==> config.mk <==
export PLATFORM = sky130hd
export DESIGN_NAME = ptp_tx_scheduler
export DESIGN_NICKNAME = d
export VERILOG_FILES = /design/src/rtl/ptp_pkg.sv /design/src/rtl/ptp_wb_wr_master.sv /design/src/rtl/ptp_tx_scheduler.sv
export SDC_FILE = /design/constraint.sdc
export NUM_CORES = 1
export LEC_CHECK = 0
export ABC_AREA = 1
export CAP_MARGIN = 15
export CORE_MARGIN = 5
export CORE_UTILIZATION = 47
export DETAILED_ROUTE_END_ITERATION = 12
export HOLD_SLACK_MARGIN = 0.02
export PLACE_DENSITY = 0.69
export SLEW_MARGIN = 20
export SYNTH_ARGS = -nofsm -noshare
export SYNTH_HDL_FRONTEND = slang
export SYNTH_HIERARCHICAL = 1
export SYNTH_SLANG_ARGS = --single-unit
==> constraint.sdc <==
create_clock -name clk -period 3.5 [get_ports clk]
set_input_delay 0.35 -clock clk [delete_from_list [all_inputs] [get_ports clk]]
set_output_delay 0.35 -clock clk [all_outputs]
set_load 0.1 [all_outputs]
==> src/rtl/ptp_pkg.sv <==
// Shared constants for the PTP transmit scheduler: generator register map,
// default generator base address and the scheduler FSM state encoding.
package ptp_pkg;

   localparam logic [31:0] GEN_BASE_DEFAULT = 32'h0300_0100;

   localparam logic [31:0] OFS_CTRL = 32'h00;
   localparam logic [31:0] OFS_INFO = 32'h04;
   localparam logic [31:0] OFS_TSSH = 32'h08;
   localparam logic [31:0] OFS_TSSL = 32'h0C;
   localparam logic [31:0] OFS_TSNS = 32'h10;

   typedef enum logic [2:0] {
      ST_IDLE       = 3'd0,
      ST_WR_INFO    = 3'd1,
      ST_WR_TSSH    = 3'd2,
      ST_WR_TSSL    = 3'd3,
      ST_WR_TSNS    = 3'd4,
      ST_WR_CTRL    = 3'd5,
      ST_GAP        = 3'd6,
      ST_WAIT_FRAME = 3'd7
   } state_e;

endpackage

==> src/rtl/ptp_wb_wr_master.sv <==
// Single Wishbone write: start latches addr/data and raises stb/we, which stay
// up until ack is sampled; done is the accepting cycle (stb & ack).
module ptp_wb_wr_master (
   input  logic        clk,
   input  logic        rst_n,
   input  logic        start_i,
   input  logic [31:0] addr_i,
   input  logic [31:0] data_i,
   input  logic        ack_i,
   output logic        stb_o,
   output logic        we_o,
   output logic [31:0] addr_o,
   output logic [31:0] data_o,
   output logic        done_o
);

   logic        r_stb;
   logic [31:0] r_addr;
   logic [31:0] r_data;

   always_ff @(posedge clk) begin
      if (!rst_n) begin
         r_stb  <= 1'b0;
         r_addr <= 32'h0;
         r_data <= 32'h0;
      end else if (r_stb) begin
         if (ack_i) begin
            r_stb <= 1'b0;
         end
      end else if (start_i) begin
         r_stb  <= 1'b1;
         r_addr <= addr_i;
         r_data <= data_i;
      end
   end

   // ack outside a strobe is meaningless and must never complete a write
   assign done_o = r_stb & ack_i;
   assign stb_o  = r_stb;
   assign we_o   = r_stb;
   assign addr_o = r_addr;
   assign data_o = r_data;

endmodule

==> src/rtl/ptp_tx_scheduler.sv <==
// PTP transmit scheduler: on a manual or periodic trigger, programs the frame
// generator (INFO, TSSH, TSSL, TSNS, CTRL) over Wishbone and waits for tlast.
module ptp_tx_scheduler
   import ptp_pkg::*;
#(
   parameter int unsigned TIMEOUT_CYC = 1024,
   parameter logic [31:0] GEN_BASE    = GEN_BASE_DEFAULT
) (
   input  logic        clk,
   input  logic        rst_n,
   input  logic        enable_i,
   input  logic [31:0] interval_i,
   input  logic        trig_i,
   input  logic [3:0]  msg_type_i,
   input  logic [47:0] tod_sec_i,
   input  logic [31:0] tod_ns_i,
   output logic [31:0] wbm_addr_o,
   output logic [31:0] wbm_data_o,
   output logic        wbm_we_o,
   output logic        wbm_stb_o,
   input  logic        wbm_ack_i,
   input  logic        mon_tvalid_i,
   input  logic        mon_tready_i,
   input  logic        mon_tlast_i,
   output logic        busy_o,
   output logic [15:0] seq_id_o,
   output logic [31:0] sent_cnt_o,
   output logic        overrun_o,
   output logic        timeout_o
);

   localparam logic [31:0] TO_LAST = 32'(TIMEOUT_CYC - 1);

   state_e      r_state;
   state_e      r_ret;
   logic [47:0] r_sec;
   logic [31:0] r_ns;
   logic [15:0] r_seq;
   logic [31:0] r_sent;
   logic        r_overrun;
   logic        r_timeout;
   logic        r_pending;
   logic        r_en_d;
   logic [31:0] r_period;
   logic [31:0] r_wait_cnt;

   logic        w_periodic;
   logic        w_trig;
   logic        w_go;
   logic        w_frame;
   logic        w_done;
   logic        w_start;
   logic [31:0] w_addr;
   logic [31:0] w_data;
   logic [31:0] w_reload;

   assign w_reload   = interval_i - 32'd1;
   assign w_periodic = enable_i && (interval_i != 32'd0) && (r_period == 32'd0);
   assign w_trig     = trig_i | w_periodic;
   assign w_go       = (r_state == ST_IDLE) && (w_trig || r_pending);
   assign w_frame    = mon_tvalid_i & mon_tready_i & mon_tlast_i;

   // The write is launched on the edge that enters each WR state, so GAP is
   // the only stb-low cycle between consecutive writes.
   always_comb begin
      w_start = 1'b0;
      w_addr  = 32'h0;
      w_data  = 32'h0;
      if (w_go) begin
         w_start = 1'b1;
         w_addr  = GEN_BASE + OFS_INFO;
         w_data  = {msg_type_i, 12'h0, r_seq};
      end else if (r_state == ST_GAP) begin
         w_start = 1'b1;
         case (r_ret)
            ST_WR_TSSH: begin
               w_addr = GEN_BASE + OFS_TSSH;
               w_data = {16'h0, r_sec[47:32]};
            end
            ST_WR_TSSL: begin
               w_addr = GEN_BASE + OFS_TSSL;
               w_data = r_sec[31:0];
            end
            ST_WR_TSNS: begin
               w_addr = GEN_BASE + OFS_TSNS;
               w_data = r_ns;
            end
            default: begin
               w_addr = GEN_BASE + OFS_CTRL;
               w_data = 32'h1;
            end
         endcase
      end
   end

   always_ff @(posedge clk) begin
      if (!rst_n) begin
         r_state    <= ST_IDLE;
         r_ret      <= ST_WR_TSSH;
         r_sec      <= 48'h0;
         r_ns       <= 32'h0;
         r_seq      <= 16'h0;
         r_sent     <= 32'h0;
         r_overrun  <= 1'b0;
         r_timeout  <= 1'b0;
         r_pending  <= 1'b0;
         r_en_d     <= 1'b0;
         r_period   <= w_reload;
         r_wait_cnt <= 32'h0;
      end else begin
         r_en_d <= enable_i;
         // Period counter free-runs regardless of FSM state
         if (!enable_i || (interval_i == 32'd0) || !r_en_d || w_periodic) begin
            r_period <= w_reload;
         end else begin
            r_period <= r_period - 32'd1;
         end

         if ((r_state != ST_IDLE) && w_trig) begin
            r_pending <= 1'b1;
            r_overrun <= 1'b1;
         end

         case (r_state)
            ST_IDLE: begin
               if (w_go) begin
                  r_sec     <= tod_sec_i;
                  r_ns      <= tod_ns_i;
                  r_pending <= 1'b0;
                  r_state   <= ST_WR_INFO;
               end
            end
            ST_WR_INFO: if (w_done) begin r_ret <= ST_WR_TSSH; r_state <= ST_GAP; end
            ST_WR_TSSH: if (w_done) begin r_ret <= ST_WR_TSSL; r_state <= ST_GAP; end
            ST_WR_TSSL: if (w_done) begin r_ret <= ST_WR_TSNS; r_state <= ST_GAP; end
            ST_WR_TSNS: if (w_done) begin r_ret <= ST_WR_CTRL; r_state <= ST_GAP; end
            ST_WR_CTRL: begin
               if (w_done) begin
                  r_wait_cnt <= 32'h0;
                  r_state    <= ST_WAIT_FRAME;
               end
            end
            ST_GAP: r_state <= r_ret;
            ST_WAIT_FRAME: begin
               if (w_frame) begin
                  r_seq   <= r_seq + 16'd1;
                  r_sent  <= (r_sent == 32'hFFFF_FFFF) ? r_sent : r_sent + 32'd1;
                  r_state <= ST_IDLE;
               end else if (r_wait_cnt == TO_LAST) begin
                  r_timeout <= 1'b1;
                  r_state   <= ST_IDLE;
               end else begin
                  r_wait_cnt <= r_wait_cnt + 32'd1;
               end
            end
            default: r_state <= ST_IDLE;
         endcase
      end
   end

   ptp_wb_wr_master u_wr (
      .clk     (clk),
      .rst_n   (rst_n),
      .start_i (w_start),
      .addr_i  (w_addr),
      .data_i  (w_data),
      .ack_i   (wbm_ack_i),
      .stb_o   (wbm_stb_o),
      .we_o    (wbm_we_o),
      .addr_o  (wbm_addr_o),
      .data_o  (wbm_data_o),
      .done_o  (w_done)
   );

   assign busy_o     = (r_state != ST_IDLE);
   assign seq_id_o   = r_seq;
   assign sent_cnt_o = r_sent;
   assign overrun_o  = r_overrun;
   assign timeout_o  = r_timeout;

endmodule
==> results summary <==
After detailed routing, the number of vias per cell comes to 5.04. The share of synthesized cell area in full adder, half adder and majority cells came out at 0.498%. The maximum buffer depth of the clock tree came out at 3. The floorplan core area came out at 31600 µm². The via count of the routed design is 14800. By area, the combinational part of the netlist is dominated by simple AND/OR/NAND/NOR gates.

The root buffer selected by CTS is clkbuf_16. The analysis attributes to cell leakage a power of 7.49 nW. The number of buffers and inverters on the critical path is 1.

The number of antenna violations at the first check in global routing came to 2. The deepest level of the CTS H-tree is 1. The CTS buffer count came out at 30. The synthesized cell area is 15100 µm². The library cells used most frequently in the layout, excluding fill and tap cells, are 547 x nand2_1, 437 x nor2_1, 267 x dfxtp_1.

The setup fix buffers added after clock tree synthesis came out at 0. The highest metal layer carrying signal wires in the routed design is met5. The share of the synthesized area in compound gates (AO/OA/AOI/OAI) came out at 10.7%. Once the floorplan was initialized, standard cells occupied 47.7% of the core.

The pre-antenna-repair detailed-routing pass consisted of 5 iterations. The final layout contains 2653 nets. Measured against the total synthesized area, the mux share comes to 0%. Max-cap violations in this run came to 0. The peak per-stage delay on the critical path came out at 1210 ps. The setup path with the least slack is of type flop to output port. After global routing the overflow that remains totals 0. Of the cells placed in the final design, the portion with a size suffix greater than 1 is 5.74%.

The met2 wire length came out at 18700 µm. The first-iteration detailed-routing DRC count is 1058. The portion of the post-synthesis area used by sequential elements is 35.4%. The total of warnings raised by yosys is 6. Dividing total power by cell area gives a power density of 790 nW/µm². The wire length of the first global-routing pass came out at 68700 µm.

In this run the worst hold path is classified as input port to flop. The maximum fanout encountered on the critical timing path came out at 6. The setup check on the worst reg-to-reg path leaves a slack of 850 ps.

The share of synthesized registers carrying an async set or reset is 0%. Setup repair after global routing left no endpoint under its margin. The flow ran to the end, and the final reports show no timing, DRC or antenna violations.

Synthesis produced a netlist whose cell count is 2319. The clock arrives with 18.3 ps of skew. The area of the die came out at 35800 µm². TritonCTS built the clock tree. The arrival time of data at the critical path endpoint is 2320 ps.

The final critical delay including setup and external delays came out at 2670 ps. The hold violation count in the final report came to 0. The count of nets left with antenna violations once routing finished came out at 0. The most instantiated flip-flop cell in the synthesis netlist is dfxtp_1.

The number of buffers inserted by port buffering came out at 240. The final RePlAce weighted congestion is 0.934. The global-route usage over all layers is 22.5%. The library cell used most frequently in the layout, excluding fill and tap cells, is nand2_1. On the critical path, the stage with the largest delay is an instance of clkdlybuf4s50_1.

The number of enable-type register cells in the synthesized netlist is 0. The clock sink count is 267. Traced cell by cell, the critical path runs through clkdlybuf4s50_1.

The setup TNS is 0 ps. After detailed routing, the total wire length is 42100 µm. The maximum vdd drop is 0.557 mV.

In the final routing, the length of wire on met1 measures 19700 µm. The area fraction in and, or, nand and nor cells after synthesis came out at 36.2%. The synthesized area divided by synthesized cell count is 6.50 µm². After synthesis the netlist holds a flip-flop and latch count of 267. The residual DRC count is 0.

The floorplan has 65 rows. The largest delay contributor family on the critical path is buffers and inverters. The wire-length estimate of the detail-placed layout is 30400 µm. The cell area after layout is 18600 µm². The slew at the pin closest to its max-slew limit is 1080 ps. STA classifies the critical path endpoint as an output port. Relative to the synthesized area, the layout overhead comes to 23.5%. The via count of the first global-routing pass is 13600. The number of pins with negative max-slew slack in the final report came out at 0. The met3 layer wire length in the routed design is 2610 µm. For the worst setup path, the data required time is 3150 ps.

241 I/O pins were placed. The clock latency on the worst-skew pair is 570 ps. The post-route fraction of the period consumed by the critical path is 76.3%. For this run, the top clock speed supported by timing is 374 MHz. The post-placement cell area came out at 17600 µm². The die span in y came out at 189 µm. Setup violations remaining at the end of the flow were counted as 0. The number of different library cells used by synthesis comes to 48. The element type at the critical path start is a flop.

The xor and xnor fraction of the mapped netlist area came out at 5.75%. The number of buffers added to fix hold violations after cts is 0. The number of gates resized after cts is 0. In this run the tightest slew margin relative to its limit is 27.7%.

The maximum number of pins on one net before global-route repair came out at 169. The clock transition at the registers of the reported paths came out at 60 ps. The mean routed wirelength per cell came out at 14.3 µm. The horizontal die dimension is 189 µm.
==> per-stage QoR <==
stage	cells	utilization [%]	hold WS (ps)	setup WS, ps	total power, W
floorplan	2344	-	425	964	0.00999
global route	2948	58.9	417	640	0.0156
CTS	2947	58.9	387	804	0.0148
global placement	2893	55.5	441	592	0.0113
detailed placement	2893	55.5	446	576	0.0114
finish	2948	58.9	404	829	0.0147
==> cell type report <==
cell class,instances,area (µm²)
inverters,266,1010
diodes,1,2.50
well taps,402,503
flip-flops and latches,267,5350
clock buffers,39,815
clock inverters,15,236
repair buffers,258,2590
multi-input cells,1700,8140
fillers,3030,13000
==> cell usage after synthesis, drive strengths merged (2+ instances only) <==
master / count / share of area, %
a21oi: 187 / 7.0
a22o: 19 / 1.1
a31oi: 3 / 0.12
and2: 2 / 0.083
buf: 80 / 3.9
clkbuf: 31 / 0.77
dfxtp: 267 / 35
ha: 6 / 0.50
inv: 266 / 6.6
nand2: 553 / 14
nand3: 205 / 7.3
nand4: 28 / 1.2
nor2: 446 / 12
nor3: 42 / 1.5
nor3b: 5 / 0.28
nor4: 5 / 0.21
o211ai: 2 / 0.10
o21a: 2 / 0.10
o21ai: 48 / 1.6
o21bai: 2 / 0.10
o22ai: 12 / 0.50
or2: 3 / 0.12
xnor2: 27 / 1.6
xor2: 72 / 4.2
==> tightest hold or removal path: stages <==
cell	delay, ps
clkdlybuf4s50_1	450
nand2_1	80
inv_1	30
==> flip-flops by register name, indices dropped and copies added (netlist names) <==
register     flops
u_wr/stb_o       1
r_wait_cnt      32
u_wr/addr_o     32
r_pending        1
r_ns            32
r_ret            3
u_wr/data_o     32
sent_cnt_o      32
r_period        32
r_sec           48
seq_id_o        16
overrun_o        1
r_en_d           1
r_state          3
timeout_o        1
==> path summary, 6_finish.rpt <==
| path | endpoint | from | cells past startpoint |
|---|---|---|---|
| min reg2reg | r_period[0]$_DFF_P_ | r_period[0]$_DFF_P_ | 1 |
| max reg2reg | u_wr/data_o[13]$_SDFFE_PN0P_ | r_period[0]$_DFF_P_ | 15 |
| min | r_en_d$_SDFF_PN0_ | enable_i | 3 |
| max | wbm_we_o | u_wr/stb_o$_SDFF_PN0_ | 1 |
==> cells by family after synthesis <==
logic type                 Yosys count
adders and majority gates            6
and+or+nand+nor                   1291
buffers and inverters              377
DFF                                267
xor gates and xnor gates            99
other                                1
AOI/OAI and AO/OA                  278
==> layer usage <==
metal,global-route usage [%],vias to the layer above
met4,5.77,2
met2,35.6,384
met5,0,-
met1,32.0,6709
li1,-,7680
met3,3.85,71
==> report_power, final <==
group | switching, W | internal [W]
sequential | 0.000478 | 0.00383
clock | 0.00127 | 0.00207
combinational | 0.00518 | 0.00188
total | 0.00693 | 0.00778
Note: power is estimated with default switching activity, not from simulation.
